[src/rtl/mux_scan_capture.sv]
// mux_scan_capture: walks the select of a 16-to-1 bit mux through 0..15,
// samples the mux output once per select value after a programmable dwell,
// and assembles the samples into a 16-bit word ({d, c, b, a} of the mux
// sources). Single-shot or continuous scanning with start/busy/valid handshake.
module mux_scan_capture #(
  parameter int SETTLE_CYCLES = 1   // dwell per select value, legal 1..15
) (
  input  logic        clk,
  input  logic        rst_n,
  input  logic        start,
  input  logic        cont,
  input  logic        abort,
  input  logic        mux_out,
  output logic [3:0]  sel,
  output logic        busy,
  output logic [15:0] word,
  output logic        word_valid
);

  typedef enum logic [0:0] {
    ST_IDLE = 1'b0,
    ST_SCAN = 1'b1
  } state_e;

  // Dwell counter reload: the sample happens when the counter reaches zero,
  // so a value of SETTLE_CYCLES-1 holds each select for SETTLE_CYCLES cycles.
  localparam logic [3:0] RELOAD = 4'(SETTLE_CYCLES - 1);
  localparam logic [3:0] SEL_LAST = 4'd15;

  state_e      state_q, state_d;
  logic [3:0]  sel_q, sel_d;
  logic [3:0]  cnt_q, cnt_d;
  logic        cont_q, cont_d;
  // Bit 15 never needs storing: the last sample goes straight into the word.
  logic [14:0] shadow_q, shadow_d;
  logic [15:0] word_q, word_d;
  logic        valid_q, valid_d;

  // State and datapath registers with asynchronous active-low reset.
  always_ff @(posedge clk or negedge rst_n) begin
    if (!rst_n) begin
      state_q  <= ST_IDLE;
      sel_q    <= 4'd0;
      cnt_q    <= 4'd0;
      cont_q   <= 1'b0;
      shadow_q <= 15'd0;
      word_q   <= 16'h0000;
      valid_q  <= 1'b0;
    end else begin
      state_q  <= state_d;
      sel_q    <= sel_d;
      cnt_q    <= cnt_d;
      cont_q   <= cont_d;
      shadow_q <= shadow_d;
      word_q   <= word_d;
      valid_q  <= valid_d;
    end
  end

  // Next-state and datapath update: start acceptance, dwell, sampling, abort.
  always_comb begin
    state_d  = state_q;
    sel_d    = sel_q;
    cnt_d    = cnt_q;
    cont_d   = cont_q;
    shadow_d = shadow_q;
    word_d   = word_q;
    valid_d  = 1'b0;

    case (state_q)
      ST_IDLE: begin
        if (start && !abort) begin
          state_d  = ST_SCAN;
          sel_d    = 4'd0;
          cnt_d    = RELOAD;
          cont_d   = cont;
          shadow_d = 15'd0;
        end else begin
          sel_d = 4'd0;
        end
      end

      ST_SCAN: begin
        if (abort) begin
          // Abort beats a coincident final sample: no word, no pulse.
          state_d = ST_IDLE;
          sel_d   = 4'd0;
          cnt_d   = 4'd0;
        end else if (cnt_q != 4'd0) begin
          cnt_d = cnt_q - 4'd1;
        end else if (sel_q != SEL_LAST) begin
          shadow_d[sel_q] = mux_out;
          sel_d           = sel_q + 4'd1;
          cnt_d           = RELOAD;
        end else begin
          word_d  = {mux_out, shadow_q};
          valid_d = 1'b1;
          sel_d   = 4'd0;
          if (cont_q) begin
            // Continuous: wrap straight into the next word, no gap cycle.
            cnt_d    = RELOAD;
            shadow_d = 15'd0;
          end else begin
            state_d = ST_IDLE;
            cnt_d   = 4'd0;
          end
        end
      end

      default: begin
        state_d = ST_IDLE;
        sel_d   = 4'd0;
        cnt_d   = 4'd0;
      end
    endcase
  end

  // Outputs come straight from registers.
  always_comb begin
    sel        = sel_q;
    busy       = (state_q == ST_SCAN);
    word       = word_q;
    word_valid = valid_q;
  end

endmodule

[config.mk]
export PLATFORM = sky130hd
export DESIGN_NAME = mux_scan_capture
export DESIGN_NICKNAME = d
export VERILOG_FILES = /design/src/rtl/mux_scan_capture.sv
export SDC_FILE = /design/constraint.sdc
export NUM_CORES = 1
export LEC_CHECK = 0
export BUFFER_PORTS_ARGS = -buffer_cell sky130_fd_sc_hd__buf_2
export CAP_MARGIN = 0
export CORE_ASPECT_RATIO = 1.75
export CORE_UTILIZATION = 56
export DETAILED_ROUTE_END_ITERATION = 10
export PLACE_DENSITY = 0.78
export SYNTH_ARGS = -nofsm -noshare
export SYNTH_HDL_FRONTEND = slang
export SYNTH_SLANG_ARGS = --single-unit
export TNS_END_PERCENT = 50
[constraint.sdc]
create_clock -name clk -period 2.9 [get_ports clk]
set_clock_uncertainty 0.2 [all_clocks]
set_input_delay 0.58 -clock clk [delete_from_list [all_inputs] [get_ports clk]]
set_output_delay 0.58 -clock clk [all_outputs]
set_load 0.02 [all_outputs]
## Word-level counts from Yosys, hierarchy flattened

Cells that the tools add are included.

| storage, ports and cells | value |
|---|---|
| bits in registers | 42 |
| output and inout bits | 22 |

| operators by class | value |
|---|---|
| add/subtract/negate cells | 2 |
| order comparisons | 2 |
| eq/ne operators | 6 |
| mux-type cells | 27 |
| bitwise operators | 4 |
| reductions and logical operators | 7 |

Operators with widths:

| kind | count |
|---|---|
| 2-to-1 mux 15 bit | 5 |
| case mux 15 bit (2 select lines) | 1 |
| 2-to-1 mux 4 bit | 6 |
| case mux 4 bit (2 select lines) | 2 |
| bitwise mux 15 bit | 1 |
| 2-to-1 mux 1 bit | 10 |
| AND reduction 4 bit | 2 |
| != test 2 bit, second input constant | 3 |
| less-than comparator 4 x 5 -> 1 bit, second input constant | 1 |
| adder 4 x 1 -> 4 bit, second input constant | 1 |
| demux 1 bit (select 4 bit) | 1 |
| greater-or-equal comparator 4 x 1 -> 1 bit, second input constant | 1 |
| != test 4 bit, second input constant | 1 |
| NOT 1 bit | 4 |
| nonzero test 4 bit | 1 |
| subtractor 4 x 1 -> 4 bit, second input constant | 1 |
| != test 3 x 1 -> 1 bit, second input constant | 1 |
| != test 3 bit, second input constant | 1 |
| logical AND 1 bit | 2 |
| case mux 1 bit (2 select lines) | 1 |
| AND reduction 2 bit | 1 |
| logical NOT 1 bit | 1 |

## Depth between registers and ports, before layout

Gate-level depths: netlist of the first run.

| depth | value |
|---|---|
| word-level depth | 9 |
| gate-level depth with buffers | 7 |
| depth with buffers taken out | 6 |

## Worst setup path before layout of the first run

No wires, ideal clock.

| timing | value |
|---|---|
| kind | register to register |
| from | register sel_q[0], in the netlist sel[0] |
| to | register shadow_q[0] |
| arrival | 1.919 ns |
| required time | 2.574 ns |
| setup slack | 0.655 ns |
| cell stages (with the launch flop) | 7 |
| buffers on the path | 1 |
| cell sequence | dfrtp_1 -> ha_1 -> buf_2 -> nand4b_1 -> a31oi_1 -> or2_2 -> a221o_1 |

| between the ends | value |
|---|---|
| cells in the longest elaborated chain, start to end | 9 |
| elaborated cells between the ends (all ways) | 13 |

Ends and longest elaborated chain:

| what | RTL line | text |
|---|---|---|
| start: declaration | 31 | `logic [3:0] sel_q, sel_d;` |
| start signal: assignment | 51 | `sel_q <= sel_d;` |
| less-than comparator 4 x 5 -> 1 bit (implied by the code) / greater-or-equal comparator 4 x 1 -> 1 bit (equally long branches) | 92 | `shadow_d[sel_q] = mux_out;` |
| logical AND 1 bit (implied by the code) | 92 |  |
| 2-to-1 mux 1 bit (implied by the code) | 92 |  |
| demux 1 bit (select 4 bit) | 92 |  |
| bitwise mux 15 bit | 92 |  |
| 2-to-1 mux 15 bit | 91 | `end else if (sel_q != SEL_LAST) begin` |
| 2-to-1 mux 15 bit | 89 | `end else if (cnt_q != 4'd0) begin` |
| 2-to-1 mux 15 bit | 84 | `if (abort) begin` |
| case mux 15 bit (2 select lines) | 70 | `case (state_q)` |
| end signal: assignment | 54 | `shadow_q <= shadow_d;` |
| end: declaration | 35 | `logic [14:0] shadow_q, shadow_d;` |

Several ways; a longest one is shown, not always the timed one. The select of a mux whose other input is x is not followed.
A chain may end at the register's enable or synchronous reset.

## Worst setup path after layout of the first run

| timing | value |
|---|---|
| from | register cnt_q[0] |
| to | register word_q[14], in the netlist word[14] |

| between the ends | value |
|---|---|
| cells in the longest elaborated chain, start to end | 3 |

Ends and longest elaborated chain:

| what | RTL line | text |
|---|---|---|
| start: declaration | 32 | `logic [3:0] cnt_q, cnt_d;` |
| start signal: assignment | 52 | `cnt_q <= cnt_d;` |
| nonzero test 4 bit | 89 |  |
| NOT 1 bit (no source line) | n/a |  |
| AND reduction 4 bit (no source line) | n/a |  |
| end signal: assignment | 55 | `word_q <= word_d;` |
| end: declaration | 36 | `logic [15:0] word_q, word_d;` |

Every way passes these cells.

==> impl_results.md, run 1 <==
- Root buffer cell: clkbuf_8
- Seq cells post-synth: 42
- DR WL/cell: around 16 um
- Vias in the first global route: about 1.5k
- CP Capture Type: flip-flop
- Remaining Overflow, GRT: 0
- Synth top area cells: dfrtp_1 (51%), mux2_1 (4.9%), mux2_2 (4.4%)
- Post-Route Utilization: slightly below 70%
- DR pass1 iterations: 4
- Reg2reg path depth: 6
- Clk network pwr share: a little under a quarter
- Critical Path Max Stage Delay: between 400 and 500 ps
- CTS tree: done
- Worst EP arrival: about 2300 ps
- Critical Path RT: between 2000 and 3000 ps
- Worst Setup EP: word[14]
- Seq/Total Area, Yosys: roughly half
- Die width: 47.8 um
- Final hold vios: 0
- Crit Path Category: flip-flop to flip-flop
- CTS resizes: 0
- Post-synth top area share: between 50% and 60%
- Slew HR: about two fifths
- Seq pwr share: approximately 45%
- Initial drt markers: 30
- Slowest-stage cell, CP: or3b_1
- Largest net degree at the start of global routing: between 40 and 50
- Post-Syn Nets: ~210
- Worst setup path start: cnt_q[0]
- Worst-skew pair later-pin latency: around 300 ps
- Int Pwr: between 1000 and 1500 uW
- Cell chain of the critical path: inv_1 > ha_1 > or3b_1 > nor3_4 > buf_4 > mux2_2
- Post-Route WL: around 4300 um
- First-pass GRT wire length: 6830 um
- Clock Path Buffers: 2
- DRC: 0
- Hpwl dp: a little over 3000 um
- TritonCTS buffer count: 5
- Die H: slightly above 80 um
- Reg2reg start: cnt_q[0]
- Comb power frac: approximately 32%
- Initial Util: approximately three fifths
- Crit Reg-Reg Endpoint: word[14]
- Antenna diodes: 0
- MaxCap Viol Count: 0
- Setup Buffers After CTS: 0
- Status: finished, final reports clean
- Avg Cell Area, Syn: between 10 and 15 um2
- P_sw: 600 uW
- Die area: 3920 um2
- Crit start category: flip-flop
- Setup violations, final: 0
- # nets final: roughly 240
- Antenna-violating nets left: 0
- Synth Cell Area: 2050 um2
- Input/output buffers: 27
- Async set-reset flop share out of synthesis: 100%
- Via count: about 1.6k
- Worst-Margin Slew: around 900 ps
- Final instance area: approximately 2300 um2
- Row count: 28
- Area delta synth->final: 12.4%
- Core area: approximately 3400 um2
- Peak supply drop: around 0.85 mV
- Global router's overall resource usage: 24.8%
- Post-CTS Hold Buffers: 0
- Sw frac: a little over a third
- Layout filler cell count: about 300
- # IOs: 28
- Fraction of layout cells with a size suffix above 1: roughly 21%
- Routability Congestion: 0.878
- Placed Area: between 2000 and 2500 um2
- Worst Hold Class: input port to asynchronous set/reset pin
- CTS H-tree depth: 2
- Max Transition Viols Final: 0
- Leading area contributor after synthesis: dfrtp_1
- Setup TNS: 0 ps
- RSZ-0062 raised after global routing: false
- Synthesis warning total: 0
- Final cycle utilization of the critical path: roughly 80%
- Leak: ~0.0011 uW
- Synth Instances: between 150 and 200
- Pwr per Cell Area: 715 nW/um2
- Primary FF master, synth: dfrtp_1
- DR vias/cell: about 5.9
- Post-synth cell types: 39
- R2R setup slack: between 500 and 600 ps
- Initial antenna violation count: 0
- Pwr Total: between 1500 and 2000 uW
- Clock transition at path regs: approximately 80 ps
- Max FO, Critical Path: 17
- Tmin final: ~2300 ps
- Clk sinks: 42
- Fmax: roughly 0.43 GHz
- EDFF count, synth: 0
## cells in the mapped netlist, types with 2 or more instances
cell type and n:
nand2_1 23, nor2b_1 3, a211o_1 2, o21ai_0 8, o22ai_1 5, clkbuf_1 5
a21oi_1 6, buf_2 4, a32oi_1 2, o41ai_1 4, ha_1 6, nor3_1 5
o31ai_1 5, mux2_1 9, mux2_2 8, a211oi_1 4, nand2b_1 5, and3_1 4
dfrtp_1 42, nand3_1 8, inv_1 9, nand4_1 2, nor2_1 10, xor2_1 2
## final cells by class
type                    count  area [um2]  share of cell area (%)
clock buffers               7        86.3                    3.74
clock inverters             1        5.00                   0.217
inverters                   9        33.8                    1.46
multi-input cells         135         920                    39.8
flip-flops and latches     42        1050                    45.5
well taps                  45        56.3                    2.44
repair buffers             30         158                    6.83
## sequential cells by signal, indices dropped and copies added, names as in the netlist
| name | count |
|---|---|
| cnt_q | 4 |
| shadow_q | 15 |
| busy | 1 |
| sel | 4 |
| word_valid | 1 |
| word | 16 |
| cont_q | 1 |
## critical path, delay by kind of cell, from the launching register on
kind          cells  cell delay (ps)
fa+ha+maj         1              150
simple gates      2              700
mux               1              370
buf+inv           2              360
flops             1              420
## cells by family after synthesis
group / after synthesis / synth area share, %
compound gates: 39 / 12.9
xor+xnor: 3 / 1.28
fa+ha+maj: 6 / 3.65
buf+inv: 19 / 4.08
flops: 42 / 51.2
mux: 17 / 9.32
simple gates: 70 / 17.7
## cells in the final DEF, fill, tap and decap left out, types with 3 or more instances in the layout
cell type  Yosys  layout
a211oi_1       4       4
a21oi_1        6       6
and3_1         4       4
buf_2          4      27
buf_4          0       3
clkbuf_8       0       6
dfrtp_1       42      42
ha_1           6       6
inv_1          9       9
mux2_1         9       9
mux2_2         8       8
nand2_1       23      23
nand2b_1       5       5
nand3_1        8       8
nor2_1        10      10
nor2b_1        3       3
nor3_1         5       5
o21ai_0        8       8
o22ai_1        5       5
o31ai_1        5       5
o41ai_1        4       4
## worst min-delay path by stage
stage	cells after the start	startpoint	to	slack, ps
2_1_floorplan	0	rst_n	busy	80
3_3_place_gp	1	word[9]	word[9]	260
3_5_place_dp	1	word[13]	word[13]	270
4_1_cts	1	rst_n	shadow_q[7]	240
5_1_grt	1	rst_n	shadow_q[11]	290
6_report	1	rst_n	shadow_q[11]	210
## through the flow
step                      setup slack (ps)  hold WS (ps)  cells
final                                  583           208    269
after detailed placement               587           271    261
after global routing                   507           290    269
after global placement                 657           262    261
after CTS                              569           238    269
after floorplan                        655          84.4    196
## per-layer routing
layer / wire [um] / vias to the layer above / track usage (%)
li1: - / 754 / -
met1: 1680 / 778 / 26.2
met2: 2280 / 44 / 42.3
met3: 159 / 13 / 6.74
met4: 144 / 0 / 13.1
met5: 0 / - / 0
## power groups by stage
stage / logic, uW / registers [uW] / clock network, uW
after floorplan: 393 / 729 / 0
after global placement: 508 / 739 / 0
after detailed placement: 525 / 748 / 0
after CTS: 527 / 737 / 391
after global routing: 583 / 748 / 412
final: 530 / 737 / 383
No activity file was read; power rests on OpenSTA's default activity.
==> run 2: changes to the inputs <==
--- a/config.mk
+++ b/config.mk
@@ -5,12 +5,13 @@
 export SDC_FILE = /design/constraint.sdc
 export NUM_CORES = 1
 export LEC_CHECK = 0
+export ABC_AREA = 1
 export BUFFER_PORTS_ARGS = -buffer_cell sky130_fd_sc_hd__buf_2
 export CAP_MARGIN = 0
 export CORE_ASPECT_RATIO = 1.75
-export CORE_UTILIZATION = 56
+export CORE_UTILIZATION = 57
 export DETAILED_ROUTE_END_ITERATION = 10
-export PLACE_DENSITY = 0.78
+export PLACE_DENSITY = 0.79
 export SYNTH_ARGS = -nofsm -noshare
 export SYNTH_HDL_FRONTEND = slang
 export SYNTH_SLANG_ARGS = --single-unit
==> constraint.sdc (replaced) <==
create_clock -name clk -period 2.25 [get_ports clk]
set_clock_uncertainty 0.2 [all_clocks]
set_input_delay 0.45 -clock clk [delete_from_list [all_inputs] [get_ports clk]]
set_output_delay 0.45 -clock clk [all_outputs]
set_load 0.02 [all_outputs]
==> run 2 against run 1 <==
Sequential power increased by 26%. Utilization grew 1.4 points. Sequential cell count unchanged. The flow now finishes with violations (negative hold slack). Critical path depth increased by 2. First-iteration DRC count rose by 80%. Via count is 18% higher. Critical endpoint is now shadow_q[12]. Non-clock buffer count grew 3. Power increased by 50%. Largest power group unchanged.
==> impl_results.md, run 2 <==
- Remaining Overflow, GRT: 0 (unchanged)
- Seq/Total Area, Yosys: 47.3% (-3.9 points)
- Worst Hold Class: input port to asynchronous set/reset pin
- EDFF count, synth: 0 (unchanged)
- Sw frac: 36.0% (-0.36 points)
- Post-synthesis simple-gate area fraction: 38.4% (+21 points)
- DR WL/cell: 12.4 um (-21%)
- Primary FF master, synth: dfrtp_1
- MaxCap Viol Count: 0 (unchanged)
- CTS H-tree depth: 2 (unchanged)
- Most Crowded Layer GR: met2
- Tmin final: 1960 ps (-362 ps)
- Peak supply drop: 0.922 mV (+8.5%)
- Max FO, Critical Path: 16 (-1)
- Global router's overall resource usage: 23.8% (-0.94 points)
- # IOs: 28 (unchanged)
- Fraction of layout cells with a size suffix above 1: 19.0% (-2.4 points)
- GRT met2 Usage: 43.2% (+0.92 points)
- Leading area contributor after synthesis: dfrtp_1
- Final hold vios: 1 (+1)
- Initial drt markers: 54 (+80%)
- Seq cells post-synth: 42 (unchanged)
- Async set-reset flop share out of synthesis: 100% (unchanged)
- Leading cell types in the layout, fill and taps excluded: nand2_1 (93), nand3_1 (43), dfrtp_1 (42), buf_2 (27), inv_1 (17)
- DR pass1 iterations: 4 (unchanged)
- Clk network pwr share: 28.5% (+5.3 points)
- Most frequent cells after synthesis: nand2_1 (93), nand3_1 (43), dfrtp_1 (42)
- DR vias/cell: 5.41 (-8.4%)
- Input/output buffers: 27 (unchanged)
- Post-synthesis compound-gate area fraction: 2.08% (-11 points)
- Die width: 49.2 um (+3.0%)
- Clock transition at path regs: 80 ps (about the same)
- Avg Cell Area, Syn: 8.23 um2 (-21%)
- Worst-skew pair later-pin latency: 300 ps (about the same)
- Routability Congestion: 0.957 (+9.0%)
- Root buffer cell: clkbuf_8
- Worst-Margin Slew: 496 ps (-407 ps)
- Vias in the first global route: 1787 (+17%)
- Comb power frac: 34.0% (+1.9 points)
- Status: finished, violations left
- Crit start category: flip-flop
- Seq pwr share: 37.5% (-7.2 points)
- Most common cell in the synthesized netlist: nand2_1
- Leak: 0.00143 uW (+25%)
- Post-Route Utilization: 68.7% (+1.4 points)
- Setup Buffers After CTS: 0 (unchanged)
- Fmax: 0.511 GHz (+18%)
- Synth Instances: 270 (+38%)
- Antenna-violating nets left: 0 (unchanged)
- Synth Cell Area: 2220 um2 (+8.2%)
- Post-CTS Hold Buffers: 0 (unchanged)
- Die area: 4160 um2 (+6.1%)
- Via count: 1872 (+18%)
- Main combinational cell family by area after synthesis: simple AND/OR/NAND/NOR gates
- Fin Hold WS: -0.133 ps (-208 ps)
- Worst EP arrival: 2000 ps (-300 ps)
- Slew HR: 66.9% (+27 points)
- Int Pwr: 1580 uW (+51%)
- Setup violations, final: 0 (unchanged)
- Clock Path Buffers: 2 (unchanged)
- Met1 GRT Util: 23.7% (-2.5 points)
- Antenna diodes: 0 (unchanged)
- First-pass GRT wire length: 7510 um (+9.9%)
- Post-Synth Adder-Cell Area: 3.38% (-0.28 points)
- Synth top area cells: dfrtp_1 (47%), nand2_1 (16%), nand3_1 (9.7%)
- Area delta synth->final: 13.2%
- Failing checks: negative hold slack
- Row count: 29 (+3.6%)
- TritonCTS buffer count: 5 (unchanged)
- Pwr per Cell Area: 982 nW/um2 (+37%)
- Initial antenna violation count: 0 (unchanged)
- Hpwl dp: 3200 um (+3.1%)
- Core area: 3660 um2 (+6.7%)
- Most common cell after layout, fill and taps aside: nand2_1
- Largest net degree at the start of global routing: 43 (unchanged)
- Post-Syn Nets: 282 (+36%)
- Post-synthesis mux area share: 0.507% (-8.8 points)
- Post-synth cell types: 26 (-33%)
- Max FFs per register: 16 (unchanged)
- Setup TNS: 0 ps (unchanged)
- # nets final: 311 (+32%)
- Synthesis warning total: 0 (unchanged)
- Clk sinks: 42 (unchanged)
- Pre-CTS setup slack: 312 ps (-275 ps)
- Final cycle utilization of the critical path: 86.9% (+7.0 points)
- CTS resizes: 0 (unchanged)
- Die H: 84.6 um (+3.0%)
- Worst setup slack after layout: 294 ps (-288 ps)
- Reg2reg path depth: 8 (+2)
- Pwr Total: 2470 uW (+50%)
- P_sw: 889 uW (+48%)
- DRC: 0 (unchanged)
- Crit Path Category: flip-flop to flip-flop
- CP Capture Type: flip-flop
- Post-synth top area share: 47.3% (-3.9 points)
- XOR/XNOR share of the synthesized area: 1.18% (-0.096 points)
- Post-Route WL: 4310 um (+0.98%)
- Initial Util: 60.6% (+0.80 points)
- CTS tree: done
- RSZ-0062 raised after global routing: false
- Critical Path RT: 2290 ps (-600 ps)
- Met3 GRT Util: 4.53% (-2.2 points)
- Max Transition Viols Final: 0 (unchanged)
## run 2: final cells by class
| type | instances | area, um2 |
|---|---|---|
| well taps | 46 | 57.6 |
| inverters | 20 | 77.6 |
| clock buffers | 5 | 68.8 |
| repair buffers | 33 | 180 |
| multi-input cells | 197 | 1010 |
| clock inverters | 3 | 68.8 |
| flip-flops and latches | 42 | 1050 |
| fillers | 318 | 1150 |
## run 2: per-layer routing
metal  routed length, um  up-vias
li1                    -      943
met1                1720      862
met3                 144       16
met5                   0        -
met4                 145        0
met2                2290       51
## run 2: final timing paths
check / start / end / slack, ps
setup reg to reg: sel[0] / shadow_q[12] / 290
max in group asynchronous: rst_n / word[2] / 1500
hold / removal: rst_n / shadow_q[13] / -0.1
hold reg to reg: shadow_q[4] / shadow_q[4] / 270
min in group clk: mux_out / word[15] / 170
setup / recovery: sel[0] / shadow_q[12] / 290
## run 2: stage by stage
stage | std cells | area [um2]
final | 346 | 2520
after global routing | 346 | 2520
after CTS | 346 | 2520
after detailed placement | 338 | 2380
after global placement | 338 | 2380
after floorplan | 270 | 2220
## run 2: kinds of logic after synthesis
| logic type | after synthesis |
|---|---|
| buffers and inverters | 31 |
| XOR/XNOR | 3 |
| multiplexers | 1 |
| flip-flops | 42 |
| adder cells (fa/ha/maj) | 6 |
| AND/OR/NAND/NOR | 178 |
| AO/OA/AOI/OAI | 9 |
## run 2: power by group through the flow
stage	logic [uW]	clock network (uW)	registers [uW]
final	841	704	927
after global routing	955	746	941
after CTS	844	723	928
after detailed placement	837	0	942
after global placement	823	0	938
after floorplan	664	0	945
## run 2: worst max-delay path: stages, from the launching register on
cell and delay (ps):
dfrtp_1 450, ha_1 300, inv_2 140, nor2_8 70, nand2_4 160, nand2_4 70, nor2_4 290, nand3_1 130
nand2_1 90
==> run 3: changes to the inputs <==
--- a/config.mk
+++ b/config.mk
@@ -11,6 +11,7 @@
 export CORE_ASPECT_RATIO = 1.75
 export CORE_UTILIZATION = 57
 export DETAILED_ROUTE_END_ITERATION = 10
+export MAX_ROUTING_LAYER = met4
 export PLACE_DENSITY = 0.79
 export SYNTH_ARGS = -nofsm -noshare
 export SYNTH_HDL_FRONTEND = slang
==> run 3 against run 2 <==
The flow now finishes without violations. First-iteration DRC count shrank 5.6%. Power shrank 4.9%. Register-to-register slack lost 20 ps. Maximum frequency shrank 1.2%. Final cell count is the same. Wire length grew 0.60%. Combinational power is essentially flat. Sequential share of layout area grew 0.46 points. Global-route usage grew 0.74 points. Clock power shrank 18%. Sequential power grew 0.4%. Critical path depth is the same. Critical endpoint is now shadow_q[0]. Largest power group unchanged.
==> impl_results.md, run 3 (same netlist as run 2, synthesis figures left out) <==
- CTS H-tree depth: 2 (unchanged)
- TritonCTS buffer count: 5 (unchanged)
- Max Transition Viols Final: 0 (unchanged)
- Initial antenna violation count: 0 (unchanged)
- Area delta synth->final: 12.0%
- Setup violations, final: 0 (unchanged)
- Row count: 29 (unchanged)
- Die H: 84.6 um (unchanged)
- Setup Buffers After CTS: 0 (unchanged)
- Critical Path Max Stage Delay: 450 ps (about the same)
- Final hold vios: 0 (-1)
- Crit Path Category: flip-flop to flip-flop
- DR WL/cell: 12.5 um (+0.60%)
- Crit Reg-Reg Endpoint: shadow_q[0]
- First-pass GRT wire length: 7610 um (+1.4%)
- Worst-Margin Slew: 504 ps (+7.67 ps)
- Pre-CTS setup slack: 299 ps (-12.3 ps)
- FF+latch area: 1050 um2 (unchanged)
- CP Capture Type: flip-flop
- Worst setup path start: sel[0]
- Max FO, Critical Path: 16 (unchanged)
- # IOs: 28 (unchanged)
- RSZ-0062 raised after global routing: false
- Post-Route WL: 4330 um (+0.60%)
- Dpl cells: 338 (unchanged)
- Largest net degree at the start of global routing: 43 (unchanged)
- Remaining Overflow, GRT: 0 (unchanged)
- Worst setup slack after layout: 270 ps (-24.7 ps)
- Vias in the first global route: 1746 (-2.3%)
- Antenna-violating nets left: 0 (unchanged)
- Status: finished, final reports clean
- Clk sinks: 42 (unchanged)
- Crit start category: flip-flop
- MaxCap Viol Count: 0 (unchanged)
- Initial drt markers: 51 (-5.6%)
- Via count: 1881 (+0.48%)
- Footprint of the multi-input gates: 1010 um2 (unchanged)
- Worst Setup EP: shadow_q[0]
- CTS resizes: 0 (unchanged)
- Final cycle utilization of the critical path: 88.0% (+1.1 points)
- Worst EP arrival: 2010 ps (about the same)
- Fraction of layout cells with a size suffix above 1: 18.7% (-0.33 points)
- Pwr per Cell Area: 945 nW/um2 (-3.8%)
- Worst path most repeated cell: nand2_4
- Clock transition at path regs: 80 ps (about the same)
- Setup TNS: 0 ps (unchanged)
- CTS tree: done
- Slowest-stage cell, CP: dfrtp_1
- Worst Hold Class: input port to asynchronous set/reset pin
- Input/output buffers: 27 (unchanged)
- Reg2reg start: sel[0]
- Critical Path RT: 2280 ps (about the same)
- Routability Congestion: 0.982 (+2.7%)
- DR vias/cell: 5.44 (+0.48%)
- Global router's overall resource usage: 24.6% (+0.74 points)
- Slew HR: 66.4% (-0.51 points)
- Most common cell after layout, fill and taps aside: nand2_1
- Peak supply drop: 0.810 mV (-12%)
- Die area: 4160 um2 (unchanged)
- Worst-skew pair later-pin latency: 290 ps (about the same)
- Post-Route Utilization: 67.9% (-0.75 points)
- Cell chain of the critical path: ha_1 > inv_2 > nor2_8 > nand2_4 > nand2_4 > nor2_4 > nand3_1 > nand2_1
- DRC: 0 (unchanged)
- Antenna diodes: 0 (unchanged)
- Leak: 0.00141 uW (-1.2%)
- Layout filler cell count: 335 (+5.3%)
- Core area: 3660 um2 (unchanged)
- Clock Path Buffers: 2 (unchanged)
- Max FFs per register: 16 (unchanged)
- Tmin final: 1980 ps (+24.7 ps)
- Fmax: 0.505 GHz (-1.2%)
- Hpwl dp: 3230 um (+0.90%)
- Leading cell types in the layout, fill and taps excluded: nand2_1 (93), nand3_1 (43), dfrtp_1 (42), buf_2 (27), inv_1 (17)
- Final std cells w/o fill: 346 (unchanged)
- Root buffer cell: clkbuf_8
- Post-CTS Hold Buffers: 0 (unchanged)
- Die width: 49.2 um (unchanged)
- Reg2reg path depth: 8 (unchanged)
- # nets final: 311 (unchanged)
- Initial Util: 60.6% (unchanged)
- Pwr Total: 2350 uW (-4.9%)
- DR pass1 iterations: 5 (+1)
- R2R setup slack: 270 ps (-20 ps)
[run 3: cell count changes in the layout (fill, tap and decap cells not counted), sizes merged]
cell,previous run,this run
bufinv,2,1
clkinv,1,0
clkinvlp,0,1
clkbuf,5,6
[run 3: worst max-delay path: cells and delay by family, from the launching register on]
| family | cells | cell delay [ps] |
|---|---|---|
| buffers and inverters | 1 | 140 |
| AND/OR/NAND/NOR | 6 | 800 |
| adder cells (fa/ha/maj) | 1 | 310 |
| flip-flops | 1 | 450 |
[run 3: cell type report]
type / instances / share of cell area (%)
inverters: 20 / 3.12
multi-input cells: 197 / 40.7
clock inverters: 2 / 1.51
well taps: 46 / 2.31
flip-flops and latches: 42 / 42.2
repair buffers: 33 / 7.24
clock buffers: 6 / 2.92
[run 3: worst min path at each step]
stage	from	to	cells after the start
3_5_place_dp	shadow_q[8]	word[8]	2
4_1_cts	rst_n	word[15]	2
2_1_floorplan	rst_n	busy	0
3_3_place_gp	shadow_q[6]	word[6]	2
6_report	rst_n	word_valid	2
5_1_grt	rst_n	word[10]	2
[run 3: metrics by stage]
stage | hold WS [ps] | instance area [um2]
after detailed placement | 259 | 2380
after CTS | 26.6 | 2490
final | 11.3 | 2490
after global placement | 255 | 2380
after global routing | 47.6 | 2490
after floorplan | -45.6 | 2220
[run 3: metal layers]
layer	wire length, um	share of wire, %	global-route usage, %
met5	0	0	-
met2	2320	54	43.8
met3	133	3.1	3.99
met4	127	2.9	11.5
met1	1750	40	25.4
[run 3: power by group]
| part | switching [uW] | internal [uW] | total (uW) | leakage [uW] |
|---|---|---|---|---|
| clock network | 247 | 331 | 578 | 0.0000514 |
| registers | 74.4 | 857 | 931 | 0.000577 |
| logic | 561 | 280 | 841 | 0.000785 |
| total | 883 | 1470 | 2350 | 0.00141 |
